<file path="src/rtl/div_pkg.sv">
// Shared types and constants for the iterative divider.
package div_pkg;

    localparam int unsigned DATA_W         = 32;
    localparam int unsigned CNT_W          = 6;
    localparam int unsigned DIV_CYCLES_DEF = 32;

    typedef enum logic [1:0] {
        IDLE = 2'd0,
        BUSY = 2'd1,
        DONE = 2'd2
    } div_state_e;

    typedef struct packed {
        logic [DATA_W-1:0] hi;
        logic [DATA_W-1:0] lo;
    } div_result_t;

    // Two's-complement negate when en is set.
    function automatic logic [DATA_W-1:0] neg_if(input logic [DATA_W-1:0] v, input logic en);
        return en ? (~v + DATA_W'(1)) : v;
    endfunction

endpackage

</file>
<file path="src/rtl/div_unit.sv">
// Iterative restoring divider for DIV/DIVU: one quotient bit per cycle, result {hi=rem, lo=quo}.
// Optional macro DIV_ZERO_FAST_EN: divide-by-zero finishes in one cycle with hi=a, lo=all-ones.
module div_unit
    import div_pkg::*;
#(
    parameter int unsigned DIV_CYCLES = DIV_CYCLES_DEF
)
(
    input  logic                clk,
    input  logic                resetn,
    input  logic                start_i,
    input  logic                signed_i,
    input  logic [DATA_W-1:0]   a_i,
    input  logic [DATA_W-1:0]   b_i,
    input  logic                annul_i,
    output logic                stall_div_o,
    output logic                ready_o,
    output logic [2*DATA_W-1:0] result_o
);

    div_state_e        state_q, state_d;
    logic [CNT_W-1:0]  cnt_q;
    logic [DATA_W-1:0] rem_q;
    logic [DATA_W-1:0] quo_q;
    logic [DATA_W-1:0] dvsr_q;
    logic              sign_a_q, sign_b_q, is_signed_q;

    logic              start_ok;
    logic              last_step;
    logic              zero_fast;
    logic [DATA_W:0]   shifted;
    logic              ge;
    logic [DATA_W-1:0] diff;
    logic [DATA_W-1:0] rem_n, quo_n;
    div_result_t       final_res;
    div_result_t       zero_res;

    assign start_ok  = start_i & ~annul_i;
    assign last_step = (cnt_q == CNT_W'(DIV_CYCLES - 1));

`ifdef DIV_ZERO_FAST_EN
    assign zero_fast = start_ok & (b_i == '0);
`else
    assign zero_fast = 1'b0;
`endif

    // One restoring shift-subtract step on the latched magnitudes.
    always_comb begin
        shifted = {rem_q, quo_q[DATA_W-1]};
        ge      = (shifted >= {1'b0, dvsr_q});
        diff    = DATA_W'(shifted - {1'b0, dvsr_q});
        rem_n   = ge ? diff : shifted[DATA_W-1:0];
        quo_n   = {quo_q[DATA_W-2:0], ge};
    end

    // Sign fix-up: quotient negative on sign mismatch, remainder follows the dividend.
    always_comb begin
        final_res.lo = neg_if(quo_n, is_signed_q & (sign_a_q ^ sign_b_q));
        final_res.hi = neg_if(rem_n, is_signed_q & sign_a_q);
        zero_res.hi  = a_i;
        zero_res.lo  = '1;
    end

    always_ff @(posedge clk) begin
        if (!resetn) begin
            state_q <= IDLE;
        end else begin
            state_q <= state_d;
        end
    end

    // Next state and the combinational hazard-unit stall.
    always_comb begin
        state_d     = state_q;
        stall_div_o = 1'b0;
        case (state_q)
            IDLE: begin
                if (start_ok) begin
                    stall_div_o = 1'b1;
                    state_d     = zero_fast ? DONE : BUSY;
                end
            end
            BUSY: begin
                if (annul_i) begin
                    state_d = IDLE;
                end else begin
                    stall_div_o = 1'b1;
                    if (last_step) begin
                        state_d = DONE;
                    end
                end
            end
            DONE: begin
                state_d = IDLE;
            end
            default: begin
                state_d = IDLE;
            end
        endcase
        if (!resetn) begin
            stall_div_o = 1'b0;
        end
    end

    // Operand latch, iteration datapath and registered result/ready.
    always_ff @(posedge clk) begin
        if (!resetn) begin
            cnt_q       <= '0;
            rem_q       <= '0;
            quo_q       <= '0;
            dvsr_q      <= '0;
            sign_a_q    <= 1'b0;
            sign_b_q    <= 1'b0;
            is_signed_q <= 1'b0;
            ready_o     <= 1'b0;
            result_o    <= '0;
        end else begin
            ready_o <= 1'b0;
            case (state_q)
                IDLE: begin
                    if (start_ok) begin
                        cnt_q       <= '0;
                        rem_q       <= '0;
                        quo_q       <= neg_if(a_i, signed_i & a_i[DATA_W-1]);
                        dvsr_q      <= neg_if(b_i, signed_i & b_i[DATA_W-1]);
                        sign_a_q    <= a_i[DATA_W-1];
                        sign_b_q    <= b_i[DATA_W-1];
                        is_signed_q <= signed_i;
                        if (zero_fast) begin
                            result_o <= zero_res;
                            ready_o  <= 1'b1;
                        end
                    end
                end
                BUSY: begin
                    if (!annul_i) begin
                        rem_q <= rem_n;
                        quo_q <= quo_n;
                        cnt_q <= cnt_q + CNT_W'(1);
                        if (last_step) begin
                            result_o <= final_res;
                            ready_o  <= 1'b1;
                        end
                    end
                end
                default: begin
                end
            endcase
        end
    end

endmodule

</file>
<file path="config.mk">
export PLATFORM = sky130hd
export DESIGN_NAME = div_unit
export DESIGN_NICKNAME = d
export VERILOG_FILES = /design/src/rtl/div_pkg.sv /design/src/rtl/div_unit.sv
export SDC_FILE = /design/constraint.sdc
export NUM_CORES = 1
export LEC_CHECK = 0
export CAP_MARGIN = 15
export CORE_MARGIN = 2
export CORE_UTILIZATION = 50
export CTS_CLUSTER_SIZE = 30
export DETAILED_ROUTE_END_ITERATION = 7
export PLACE_DENSITY = 0.73
export SETUP_SLACK_MARGIN = 0.4
export SLEW_MARGIN = 20
export SYNTH_ARGS = -nofsm -noshare
export SYNTH_HDL_FRONTEND = slang
export SYNTH_SLANG_ARGS = --single-unit
export TNS_END_PERCENT = 100
</file>
<file path="constraint.sdc">
create_clock -name clk -period 3.7 [get_ports clk]
set_input_delay 0.555 -clock clk [delete_from_list [all_inputs] [get_ports clk]]
set_output_delay 0.555 -clock clk [all_outputs]
set_load 0.01 [all_outputs]
</file>
==> results of run 1 <==
final cells by class:
cell class              instances  area share (%)
multi-input cells            1252            52.8
flip-flops and latches        172            21.6
repair buffers                322            18.0
clock buffers                  17            2.63
well taps                     285            2.20
inverters                      62            1.50
clock inverters                15            1.26
kinds of logic after synthesis:
| logic type | share of synthesized area, % |
|---|---|
| DFF | 29.6 |
| xor gates and xnor gates | 9.03 |
| muxes | 2.18 |
| adders and majority gates | 4.15 |
| buffers and inverters | 5.68 |
| and+or+nand+nor | 23.0 |
| AOI/OAI and AO/OA | 26.3 |
layer usage:
layer / vias to the layer above / GRT usage, % / routed length (um)
met4: 0 / 10.2 / 1470
met2: 620 / 52.3 / 19100
met3: 117 / 3.93 / 2770
met1: 6046 / 44.4 / 18200
li1: 6124 / - / -
met5: - / 0 / 0
worst max-delay path: cells and delay by family, from the launching register on:
kind,cells,cell delay [ps]
compound gates,7,1160
xor+xnor,1,190
fa+ha+maj,2,500
buf+inv,2,190
flops,1,340
mux,1,300
simple gates,5,1040
metrics by stage:
stage                     area, um2  hold WS [ps]  setup slack (ps)  setup TNS, ps
after CTS                     15600           454               155              0
after detailed placement      14000           444              -129           -611
after floorplan               11800           432             -35.6          -37.8
after global placement        14000           439             -8.92          -15.8
after global routing          16200           466              -187          -1230
final                         16200           452              -116           -335
layout by cell type (no fill, tap or decap), types with 12 or more instances in the layout:
cell             synthesis  routed
o21ai_2                  1      12
clkbuf_16                0      18
clkdlybuf4s50_1          0     134
a21o_1                  17      17
buf_6                    1      14
or3_1                   25      24
a21oi_1                184     164
inv_2                    1      14
o21ai_0                 73      54
nor3_1                  41      37
o21ai_1                 14      20
a311oi_1                15      13
a22oi_1                 21      21
a21oi_2                  4      20
ha_4                     0      20
nand2_1                165     156
nand3_1                 30      25
a211oi_1                64      61
mux2i_1                 22      18
xnor2_1                 55      48
inv_1                   61      44
xor2_1                  65      57
nor4_1                  17      17
ha_1                    37      15
dfxtp_2                  0      39
nand4_1                 14      14
nor2_1                 222     215
dfxtp_1                172     131
buf_4                    4     167
and3_1                  17      15
state kept, by name, indices dropped and copies added, names as in the netlist:
| register | count |
|---|---|
| is_signed_q | 1 |
| quo_q | 32 |
| result_o | 64 |
| sign_b_q | 1 |
| sign_a_q | 1 |
| state_q | 2 |
| rem_q | 32 |
| cnt_q | 6 |
| ready_o | 1 |
| dvsr_q | 32 |
power groups by stage:
stage          clock network [mW]  registers (mW)  logic [mW]
2_1_floorplan                   0            1.98       0.735
3_3_place_gp                    0            2.00        1.16
6_report                     1.90            1.97        1.48
4_1_cts                      1.90            1.97        1.34
5_1_grt                      1.99            1.98        1.58
3_5_place_dp                    0            2.01        1.17
what timing repair did:
action	in CTS	in global routing
pin swaps	72	66
endpoints found under the setup margin	59	59
hold endpoints to repair	0	0
resized for setup	153	94
buffers inserted	30	20
cloned	1	1
final timing paths:
path                 from      endpoint  slack, ps
max             dvsr_q[5]  result_o[60]       -120
min          result_o[51]  result_o[51]        450
max reg2reg     dvsr_q[5]  result_o[60]       -120
min reg2reg  result_o[51]  result_o[51]        450
==> run summary, run 1 <==
Unrepaired setup endpoints after global routing - yes
CTS clock-pin slew for the worst setup and hold paths - 80 ps
First-pass GRT wire length - 62.1 mm
Root Driver - clkbuf_16
Startpoint Class - flip-flop
Die Wd - 157 um
Period minus WS final - 3820 ps
Congestion Overflow GR - 0
# IOs - 135
Top cell type's share of synthesized area - 29.6%
Switching power - 1.85 mW
Worst EP required - 4080 ps
CP Data Arrival Time - 4190 ps
Core Util, Final - 71.3%
Die area - 0.0245 mm2
Most common cell in the netlist - nor2_1
Worst-skew pair later-pin latency - 450 ps
Core Box Area - 0.0227 mm2
Overall power - 5.36 mW
Initial antenna violation count - 0
Fin. Hold Viols - 0
Comb pwr share - 27.7%
# diodes - 0
Max stage delay cell, worst path - or4_4
Final period util - 103%
Post-Synthesis Cells - 1588
Failing checks - setup timing
Internal power - 3.50 mW
Synth Flop Type - dfxtp_1
Worst path cell trace - inv_2 -> ha_1 -> nand2_1 -> or4_4 -> o31ai_4 -> o31a_4 -> mux2i_4 -> ha_4 -> nand3b_1 -> nor2_4 -> buf_4 -> nand3_2 -> o21ai_2 -> a41oi_4 -> a21oi_2 -> o21ai_1 -> xor2_1 -> a21oi_1
Yosys warning count - 0
LEAKAGE - 6.19 nW
Largest net degree at the start of global routing - 164
FF+latch count, synth - 172
P&R area growth vs syn - 39.1%
Initial Util - 51.2%
Global router's overall resource usage - 32.1%
CTS buffer count - 17
Normalized max-slew margin - 30.5%
Hold bufs inserted after CTS - 0
Hold path depth - 2
Row cnt - 55
Fill cells - 1837
Synth area leaders - dfxtp_1 30%, a21oi_1 7.9%, nor2_1 7.2%, nand2_1 5.3%, xor2_1 4.9%
Leading area contributor after synthesis - dfxtp_1
Cell area power density - 331 mW/mm2
WL per Instance - 19.6 um
Max VDD drop - 0.289 mV
Post-route ant nets - 0
Worst Setup Path Type - flip-flop to flip-flop
Vias - 12900
Worst-margin pin slew - 1040 ps
Hold crit path type - flip-flop to flip-flop
Final wirelength - 41.5 mm
Ratio of cells with drive above 1 in the final layout - 23.6%
PnR worst setup slack - -116 ps
Multi-input combinational cell area - 0.00855 mm2
GPL Wtd Cong - 0.973
Clock sink total - 172
Placed Instances - 2041
Vias per cell - 6.07
Sw frac - 34.6%
Final setup viols - 7
DPL Wire Length - 28.7 mm
Post-synth EDFFs - 0
Avg Synthesized Cell Area - 7.33 um2
Seq/Total Area, Yosys - 29.6%
Clk network pwr share - 35.5%
FF/Latch Area - 0.00350 mm2
Clk_skew - 12.5 ps
Finished Layout Cells - 2125
Initial DRC count - 1251
H-Tree Level Count - 4
Drt first pass iters - 6
CTS tree - built
Status - finished with violations
Post-synth top cells - 222 x nor2_1, 184 x a21oi_1, 172 x dfxtp_1, 165 x nand2_1, 77 x clkbuf_1
Area of the mapped netlist - 0.0116 mm2
Largest stage delay, worst path - 530 ps
Mapped Nets - 1695
Vias in the first global route - 11500
DRC Markers - 0
CP endpoint kind - flip-flop
I/O Buffers - 134
# Max-Cap Violations - 0
Slew Limit Fails - 0
Layout Nets - 1934
Post-synthesis async set-or-reset flop share - 0%
Longest Clk Path Bufs - 2
Worst Reg2Reg Path Length in Cells - 18
Cell variety after synth - 79
Sequential share of power - 36.8%
CP max FO - 4
Die height - 157 um
FMAX - 0.262 GHz
Note: power is estimated with default switching activity, not from simulation.
==> inputs of run 2 (changes only) <==
--- a/config.mk
+++ b/config.mk
@@ -5,12 +5,13 @@
 export SDC_FILE = /design/constraint.sdc
 export NUM_CORES = 1
 export LEC_CHECK = 0
+export ABC_CLOCK_PERIOD_IN_PS = 3700
 export CAP_MARGIN = 15
 export CORE_MARGIN = 2
-export CORE_UTILIZATION = 50
+export CORE_UTILIZATION = 30
 export CTS_CLUSTER_SIZE = 30
 export DETAILED_ROUTE_END_ITERATION = 7
-export PLACE_DENSITY = 0.73
+export PLACE_DENSITY = 0.48
 export SETUP_SLACK_MARGIN = 0.4
 export SLEW_MARGIN = 20
 export SYNTH_ARGS = -nofsm -noshare
==> run summary, run 2 (synthesized netlist as in run 1, its figures left out) <==
# IOs - 135 (unchanged)
Final period util - 97.9% (-5.2 points)
Largest net degree at the start of global routing - 164 (unchanged)
CTS clock-pin slew for the worst setup and hold paths - 80 ps (about the same)
CP max FO - 4 (unchanged)
Cell area power density - 319 mW/mm2 (-3.7%)
Clk_skew - 11.8 ps (-0.754 ps)
Placed Instances - 2315 (+13%)
Die height - 201 um (+28%)
Largest stage delay, worst path - 410 ps (-120 ps)
Max stage delay cell, worst path - a2111oi_0
Most frequent cells in the layout - 214 x nor2_1, 213 x buf_4, 169 x a21oi_1
Normalized max-slew margin - 36.4% (+6.0 points)
Unrepaired setup endpoints after global routing - yes
Ratio of cells with drive above 1 in the final layout - 25.3% (+1.6 points)
Root Driver - clkbuf_16
Overall power - 5.34 mW (-0.34%)
# Max-Cap Violations - 0 (unchanged)
Initial DRC count - 736 (-41%)
H-Tree Level Count - 4 (unchanged)
Longest Clk Path Bufs - 2 (unchanged)
First-pass GRT wire length - 68.0 mm (+9.5%)
CTS buffer count - 17 (unchanged)
Vias per cell - 5.19 (-15%)
Worst Reg2Reg Path Length in Cells - 21 (+3)
FMAX - 0.276 GHz (+5.4%)
Vias in the first global route - 12000 (+3.7%)
DRC Markers - 0 (unchanged)
Initial antenna violation count - 1 (+1)
Worst Setup Path Type - flip-flop to flip-flop
Die Wd - 201 um (+28%)
Fill cells - 3902 (+110%)
Final hold slack - 451 ps (-1.39 ps)
Final TNS setup - 0 ps (+335 ps)
Max VDD drop - 0.294 mV (+1.9%)
# diodes - 0 (unchanged)
CP endpoint kind - flip-flop
LEAKAGE - 6.36 nW (+2.6%)
Drt first pass iters - 5 (-1)
Fin. Hold Viols - 0 (unchanged)
Period minus WS final - 3620 ps (-194 ps)
Startpoint Class - flip-flop
I/O Buffers - 134 (unchanged)
Worst-margin pin slew - 953 ps (-87.0 ps)
GPL Wtd Cong - 0.904 (-7.1%)
P&R area growth vs syn - 44.0%
Crit path top cell by count - buf_4
Finished Layout Cells - 2406 (+13%)
Worst-skew pair later-pin latency - 460 ps (about the same)
Final wirelength - 43.3 mm (+4.3%)
PnR worst setup slack - 78.2 ps (+194 ps)
Status - finished clean
Hold crit path type - flip-flop to flip-flop
Die area - 0.0404 mm2 (+65%)
Layout Nets - 1982 (+2.5%)
WL per Instance - 18.0 um (-7.9%)
Core Box Area - 0.0385 mm2 (+69%)
Row cnt - 72 (+31%)
Post-route ant nets - 0 (unchanged)
Worst path cell trace - inv_2 -> ha_4 -> nand4_1 -> buf_4 -> buf_4 -> buf_4 -> buf_4 -> buf_4 -> buf_6 -> buf_6 -> buf_6 -> buf_6 -> o211ai_1 -> xor2_2 -> nor4_4 -> a21oi_2 -> buf_4 -> inv_1 -> a2111oi_0 -> a41oi_1 -> a21oi_1
Vias - 12500 (-3.3%)
Initial Util - 30.2% (-21 points)
CTS tree - built
Final setup viols - 0 (-7)
Worst EP required - 4080 ps (about the same)
Largest register by flop count - result_o
Congestion Overflow GR - 0 (unchanged)
Clock sink total - 172 (unchanged)
Slew Limit Fails - 0 (unchanged)
DPL Wire Length - 32.6 mm (+14%)
Hold path depth - 2 (unchanged)
CP Data Arrival Time - 4010 ps (-180 ps)
Commonest non-fill, non-tap cell in the layout - nor2_1
Global router's overall resource usage - 21.2% (-11 points)
Pre-CTS setup slack - -86.9 ps (+41.7 ps)
Largest register FFs - 64 (unchanged)
run 2: cell types whose count changed in the layout (fill, tap and decap cells not counted), moves of 5 or more:
cell      delta
ha_4         +8
a21oi_1      +5
buf_4       +46
dfxtp_1      +9
buf_6        +5
clkinv_8     -5
dfxtp_2      -8
ha_1         -6
run 2: per-stage QoR:
| stage | utilization (%) | area, um2 |
|---|---|---|
| detailed placement | 38.1 | 14700 |
| CTS | 42.3 | 16300 |
| global placement | 38.1 | 14700 |
| floorplan | - | 11800 |
| finish | 43.6 | 16800 |
| global route | 43.6 | 16800 |
run 2: cell type report:
| type | count | area, um2 | share of cell area, % |
|---|---|---|---|
| clock buffers | 18 | 429 | 2.56 |
| clock inverters | 14 | 155 | 0.926 |
| inverters | 62 | 240 | 1.43 |
| multi-input cells | 1252 | 8550 | 51.0 |
| flip-flops and latches | 172 | 3490 | 20.8 |
| well taps | 518 | 648 | 3.87 |
| repair buffers | 370 | 3250 | 19.4 |
run 2: worst max-delay path, delay by kind of cell (launching register included):
family,cells,cell delay (ps)
flip-flops,1,340
AO/OA/AOI/OAI,5,1080
adder cells (fa/ha/maj),1,280
XOR/XNOR,1,260
AND/OR/NAND/NOR,2,260
buffers and inverters,12,1330
run 2: timing repair:
item / 4_1_cts / 5_1_grt
hold buffers: 0 / 0
pin swaps: 54 / 47
gates resized for setup: 146 / 86
gates cloned: 1 / 0
buffers inserted: 44 / 14
setup endpoints to repair: 52 / 62
run 2: final timing paths:
check,start,to,slack [ps]
worst max-delay path,dvsr_q[23],result_o[57],80
worst min-delay path,result_o[41],result_o[41],450
worst max register to register,dvsr_q[23],result_o[57],80
worst min register to register,result_o[41],result_o[41],450
run 2: layer usage:
layer	track usage, %	vias to the layer above	wire [um]
li1	-	6232	-
met1	29.9	5899	21100
met2	32.5	275	18900
met3	2.50	73	1610
met4	9.18	0	1680
met5	0	-	0
run 2: report_power, final:
group | internal (mW) | switching, mW
combinational | 0.719 | 0.819
sequential | 1.90 | 0.0666
clock | 0.956 | 0.873
